`src/rtl/alu_exec_unit.sv`:
```
// Handshaked ALU execution unit. Single-cycle operations finish in one cycle.
// Shifts take one cycle per bit position, so a shift by N occupies the unit for N + 1 cycles.
module alu_exec_unit #(
    parameter int WIDTH = 32
) (
    input  logic             clk,
    input  logic             reset,
    input  logic             in_valid,
    output logic             in_ready,
    input  logic [3:0]       alu_control,
    input  logic [WIDTH-1:0] src_a,
    input  logic [WIDTH-1:0] src_b,
    output logic             out_valid,
    input  logic             out_ready,
    output logic [WIDTH-1:0] result,
    output logic             zero,
    output logic             illegal
);

    localparam logic [1:0] IDLE  = 2'd0;
    localparam logic [1:0] SHIFT = 2'd1;
    localparam logic [1:0] DONE  = 2'd2;

    localparam logic [3:0] OP_ADD  = 4'b0000;
    localparam logic [3:0] OP_SUB  = 4'b0001;
    localparam logic [3:0] OP_AND  = 4'b0010;
    localparam logic [3:0] OP_OR   = 4'b0011;
    localparam logic [3:0] OP_XOR  = 4'b0100;
    localparam logic [3:0] OP_SLT  = 4'b0101;
    localparam logic [3:0] OP_SLL  = 4'b0110;
    localparam logic [3:0] OP_SRL  = 4'b0111;
    localparam logic [3:0] OP_SRA  = 4'b1000;
    localparam logic [3:0] OP_SLTU = 4'b1001;

    logic [1:0]       state;
    logic [3:0]       op;
    logic [WIDTH-1:0] shift_data;
    logic [WIDTH-1:0] shift_next;
    logic [4:0]       count;
    logic [4:0]       shamt;
    logic [WIDTH-1:0] alu_value;
    logic             alu_illegal;
    logic             is_shift;

    assign in_ready  = (state == IDLE);
    assign out_valid = (state == DONE);
    assign shamt     = src_b[4:0];
    assign is_shift  = (alu_control == OP_SLL) || (alu_control == OP_SRL) ||
                       (alu_control == OP_SRA);

    // Result of a request taken this cycle; a shift by zero simply passes src_a through.
    always_comb begin
        alu_value   = '0;
        alu_illegal = 1'b0;
        case (alu_control)
            OP_ADD:  alu_value = src_a + src_b;
            OP_SUB:  alu_value = src_a - src_b;
            OP_AND:  alu_value = src_a & src_b;
            OP_OR:   alu_value = src_a | src_b;
            OP_XOR:  alu_value = src_a ^ src_b;
            OP_SLT:  alu_value = {{(WIDTH-1){1'b0}}, ($signed(src_a) < $signed(src_b))};
            OP_SLTU: alu_value = {{(WIDTH-1){1'b0}}, (src_a < src_b)};
            OP_SLL, OP_SRL, OP_SRA: alu_value = src_a;
            default: alu_illegal = 1'b1;
        endcase
    end

    // One-bit step of the shift in progress; sra keeps replicating the original sign bit.
    always_comb begin
        shift_next = shift_data;
        case (op)
            OP_SLL:  shift_next = {shift_data[WIDTH-2:0], 1'b0};
            OP_SRL:  shift_next = {1'b0, shift_data[WIDTH-1:1]};
            OP_SRA:  shift_next = {shift_data[WIDTH-1], shift_data[WIDTH-1:1]};
            default: shift_next = shift_data;
        endcase
    end

    always_ff @(posedge clk) begin
        if (reset) begin
            state      <= IDLE;
            op         <= '0;
            shift_data <= '0;
            count      <= '0;
            result     <= '0;
            zero       <= 1'b0;
            illegal    <= 1'b0;
        end else begin
            case (state)
                IDLE: begin
                    if (in_valid) begin
                        if (is_shift && (shamt != 5'd0)) begin
                            op         <= alu_control;
                            shift_data <= src_a;
                            count      <= shamt;
                            state      <= SHIFT;
                        end else begin
                            result  <= alu_value;
                            zero    <= (alu_value == '0);
                            illegal <= alu_illegal;
                            state   <= DONE;
                        end
                    end
                end
                SHIFT: begin
                    shift_data <= shift_next;
                    count      <= count - 5'd1;
                    if (count == 5'd1) begin
                        result  <= shift_next;
                        zero    <= (shift_next == '0);
                        illegal <= 1'b0;
                        state   <= DONE;
                    end
                end
                DONE: begin
                    if (out_ready) begin
                        state <= IDLE;
                    end
                end
                default: state <= IDLE;
            endcase
        end
    end

endmodule

```
`config.mk`:
```
export PLATFORM = sky130hd
export DESIGN_NAME = alu_exec_unit
export DESIGN_NICKNAME = d
export VERILOG_FILES = /design/src/rtl/alu_exec_unit.sv
export SDC_FILE = /design/constraint.sdc
export NUM_CORES = 1
export LEC_CHECK = 0
export ABC_AREA = 1
export CAP_MARGIN = 0
export CORE_AREA = 2 2 159 161
export CTS_CLUSTER_DIAMETER = 30
export CTS_CLUSTER_SIZE = 24
export DETAILED_ROUTE_END_ITERATION = 10
export DIE_AREA = 0 0 161 163
export PLACE_DENSITY_LB_ADDON = 0.2
export SYNTH_ARGS = -nofsm -noshare
export SYNTH_HDL_FRONTEND = slang
export SYNTH_SLANG_ARGS = --single-unit
```
`constraint.sdc`:
```
create_clock -name clk -period 3 [get_ports clk]
set_clock_uncertainty 0.15 [all_clocks]
set_input_delay 0.6 -clock clk [delete_from_list [all_inputs] [get_ports clk]]
set_output_delay 0.6 -clock clk [all_outputs]
set_load 0.05 [all_outputs]
```
==> impl_metrics.yaml <==
cts:
  cts_sinks: 77
  cts_tree: "built"
  h-tree-depth: 3
  clk_pin_slew_ns: 0.06
  cts_inserted_buffers: 9
  cts_root_buf: "clkbuf_16"
  clk_path_buf_depth: 2
  hold_buffers: 0
  clkLatencyLatePin_ns: 0.33
sta:
  slew_headroom_pct: 63.7
  max_freq_mhz: 338
  setup_slack_ns: 0.0423
  period_share_pct: 98.6
  worst_pin_slew_ns: 0.543
  report.final.slew_viol_count: 0
  hold_viol_final: 0
  setup_tns_ns: 0
  setup_viol: 0
  min_period_ns: 2.96
synthesis:
  synth_adder_area_share_pct: 13.6
  syn_inst: 1944
  yosys.cell_count.top_type: "nand2_1"
  synth.area.top_cells: "nand2_1 (19%), dfxtp_1 (14%), ha_1 (13%)"
  synth_top_cells_by_count: "nand2_1 (547), inv_1 (350), nor2_1 (187), o21ai_0 (125), nand3_1 (124)"
  synth_area_leader_cell: "nand2_1"
  ys_seq_elements: 77
  syn_area_sq_um: 10900
  async_reset_ff_share_pct: 0
  synth_top_family_by_area: "simple AND/OR/NAND/NOR gates"
  yosys.area_share.simple_pct: 35.9
  synth_edf_count: 0
  synth_mux_area_share_pct: 0
  avgSynthCellArea_sq_um: 5.61
  yosys_warnings: 0
  synth_nets: 2133
  yosys.area_share.xor_xnor_pct: 0.241
  yosys.area.top_type_share_pct: 18.8
  yosysSeqAreaShare_pct: 14.1
  synth_compound_area_share_pct: 20.2
  ys_types: 46
  ys.flop_type: "dfxtp_1"
route:
  firstDrtPassIters: 6
  detail_route.wirelength_um: 51500
  wl_per_cell_um: 18.6
  via_count: 15200
  via_per_inst: 5.47
  ant_nets: 0
  drc: 0
  drt-initial-drc-count: 1636
worst_hold_path:
  hold_class: "flop to flop"
placement:
  place_area_sq_um: 15300
  io_buffer_count: 107
  pre_cts_ws_ns: -0.720
  place_congestion: 1.01
  place_hpwl_um: 40900
  place_inst: 2729
cells_and_area:
  nets: 2629
  post_route_cells_drive_above_1_share_pct: 34.9
  syn2layout_area_growth_pct: 59.1
  seqCellArea_sq_um: 1540
  multi_input_area_sq_um: 9040
  fill_cells: 2248
  design_area_sq_um: 17400
  instances_no_fill: 2774
  antenna_cells: 0
power:
  fin_total_pwr_uw: 5420
  peakVddDrop_uv: 435
  powerDensity_nw_per_um2: 312
  p_leak_uw: 0.00903
global_route:
  grt_util_all_layers_pct: 37.6
  grt_pass1_wl_um: 76900
  grt_start_max_net_pins: 55
  overflow: 0
  grt_pass1_vias: 14300
  antenna_found_initial: 3
setup_path:
  crit_chain: "clkdlybuf4s50_1 > inv_1 > ha_4 > buf_4 > nor2_4 > nand2_2 > nor2_2 > and3_1 > nand2_1 > nand3_1 > nand2_1 > nand3_1 > nand3_2 > nor2_1 > nand3_1 > nor2_1 > nand2_1 > a21oi_2"
  crit_fanout: 4
  critPathSlowestCell: "clkdlybuf4s50_1"
  critical_path.top_delay_family: "simple AND/OR/NAND/NOR gates"
  max_stage_delay_ns: 0.49
  worstSetupEndpointType: "flop"
  worstPathRequired_ns: 3.12
  critPathArrivalTime_ns: 3.08
  path_class: "input pin to flop"
  critPathBufInv: 3
  cp-start-kind: "input pin"
floorplan:
  core_sq_um: 24700
  rows: 58
  chipHeight_um: 163
  dieArea_sq_um: 26200
  initial_core_util_pct: 44.2
  ioPinCount: 108
  die_w_um: 161
flow_run:
  cap_violations: 0
run_status:
  status: "completed"
cells in the final DEF, fill, tap and decap left out, types with 32 or more instances in the layout:
master,n
nand2_1,444
buf_4,427
inv_1,287
o21ai_0,115
nor2_1,114
nand3_1,103
nand2_2,94
ha_1,80
dfxtp_1,77
inv_2,71
a21oi_1,65
nor2_2,52
o22ai_1,49
clkdlybuf4s50_1,48
nor2_4,36
dlymetal6s2s_1,35
a31oi_1,33
ha_4,32
metrics by stage:
stage | util [%] | hold WS, ns
floorplan | - | 0.299
detailed placement | 62.1 | 0.316
CTS | 66.4 | 0.325
global placement | 62.1 | 0.303
global route | 70.4 | 0.354
finish | 70.4 | 0.324
sequential cells by signal, summed over array words and instances (netlist names):
| name | cells |
|---|---|
| state | 2 |
| zero | 1 |
| result | 32 |
| count | 5 |
| shift_data | 32 |
| op | 4 |
| illegal | 1 |
layout make-up:
class / instances / share of cell area [%]
Clock buffer: 14 / 1.58
Multi-Input combinational cell: 1430 / 52.1
Sequential cell: 77 / 8.88
Timing Repair Buffer: 562 / 27.3
Inverter: 360 / 7.80
Clock inverter: 1 / 0.0288
Tap cell: 330 / 2.38
logic make-up after synthesis:
family,count (synthesis)
simple gates,940
buf+inv,437
compound gates,370
fa+ha+maj,117
flops,77
xor+xnor,3
worst register-to-register path, stage by stage (launching register included):
cell and delay [ns]:
dfxtp_1 0.31, inv_1 0.06, nor2_1 0.12, nand2_1 0.18, nor2_4 0.18, nor2_4 0.06, buf_4 0.21, a21oi_1 0.21
nand2_1 0.10, nor3_1 0.28, nand4_1 0.20, nor2_1 0.12, nor2_1 0.11, a21oi_2 0.12
power breakdown:
| part | total [uW] | switching (uW) | leakage (uW) | internal (uW) |
|---|---|---|---|---|
| Clock | 1020 | 398 | 0.000139 | 622 |
| Sequential | 1200 | 68.1 | 0.000632 | 1130 |
| Combinational | 3200 | 1870 | 0.00826 | 1340 |
| Total | 5420 | 2330 | 0.00903 | 3090 |
routing by layer:
| layer | share of wire, % | wire length [um] | global-route usage [%] | vias up |
|---|---|---|---|---|
| li1 | - | - | - | 7238 |
| met1 | 42 | 21600 | 52.0 | 6986 |
| met2 | 44 | 22500 | 60.3 | 805 |
| met3 | 9.8 | 5060 | 3.18 | 157 |
| met4 | 4.7 | 2400 | 15.4 | 0 |
| met5 | 0 | 0 | 0 | - |
final timing paths:
kind / from / cells after the start / to / slack [ns]
setup / recovery: src_a[25] / 18 / zero / 0.04
hold / removal: illegal / 2 / illegal / 0.32
setup reg to reg: op[2] / 13 / zero / 0.53
hold reg to reg: illegal / 2 / illegal / 0.32
repair_timing:
item | 4_1_cts | 5_1_grt
resized for setup | 228 | 295
buffers inserted | 8 | 21
cloned | 0 | 1
pin swaps | 38 | 91
endpoints found under the setup margin | 22 | 22
No activity file was read; power rests on OpenSTA's default activity.
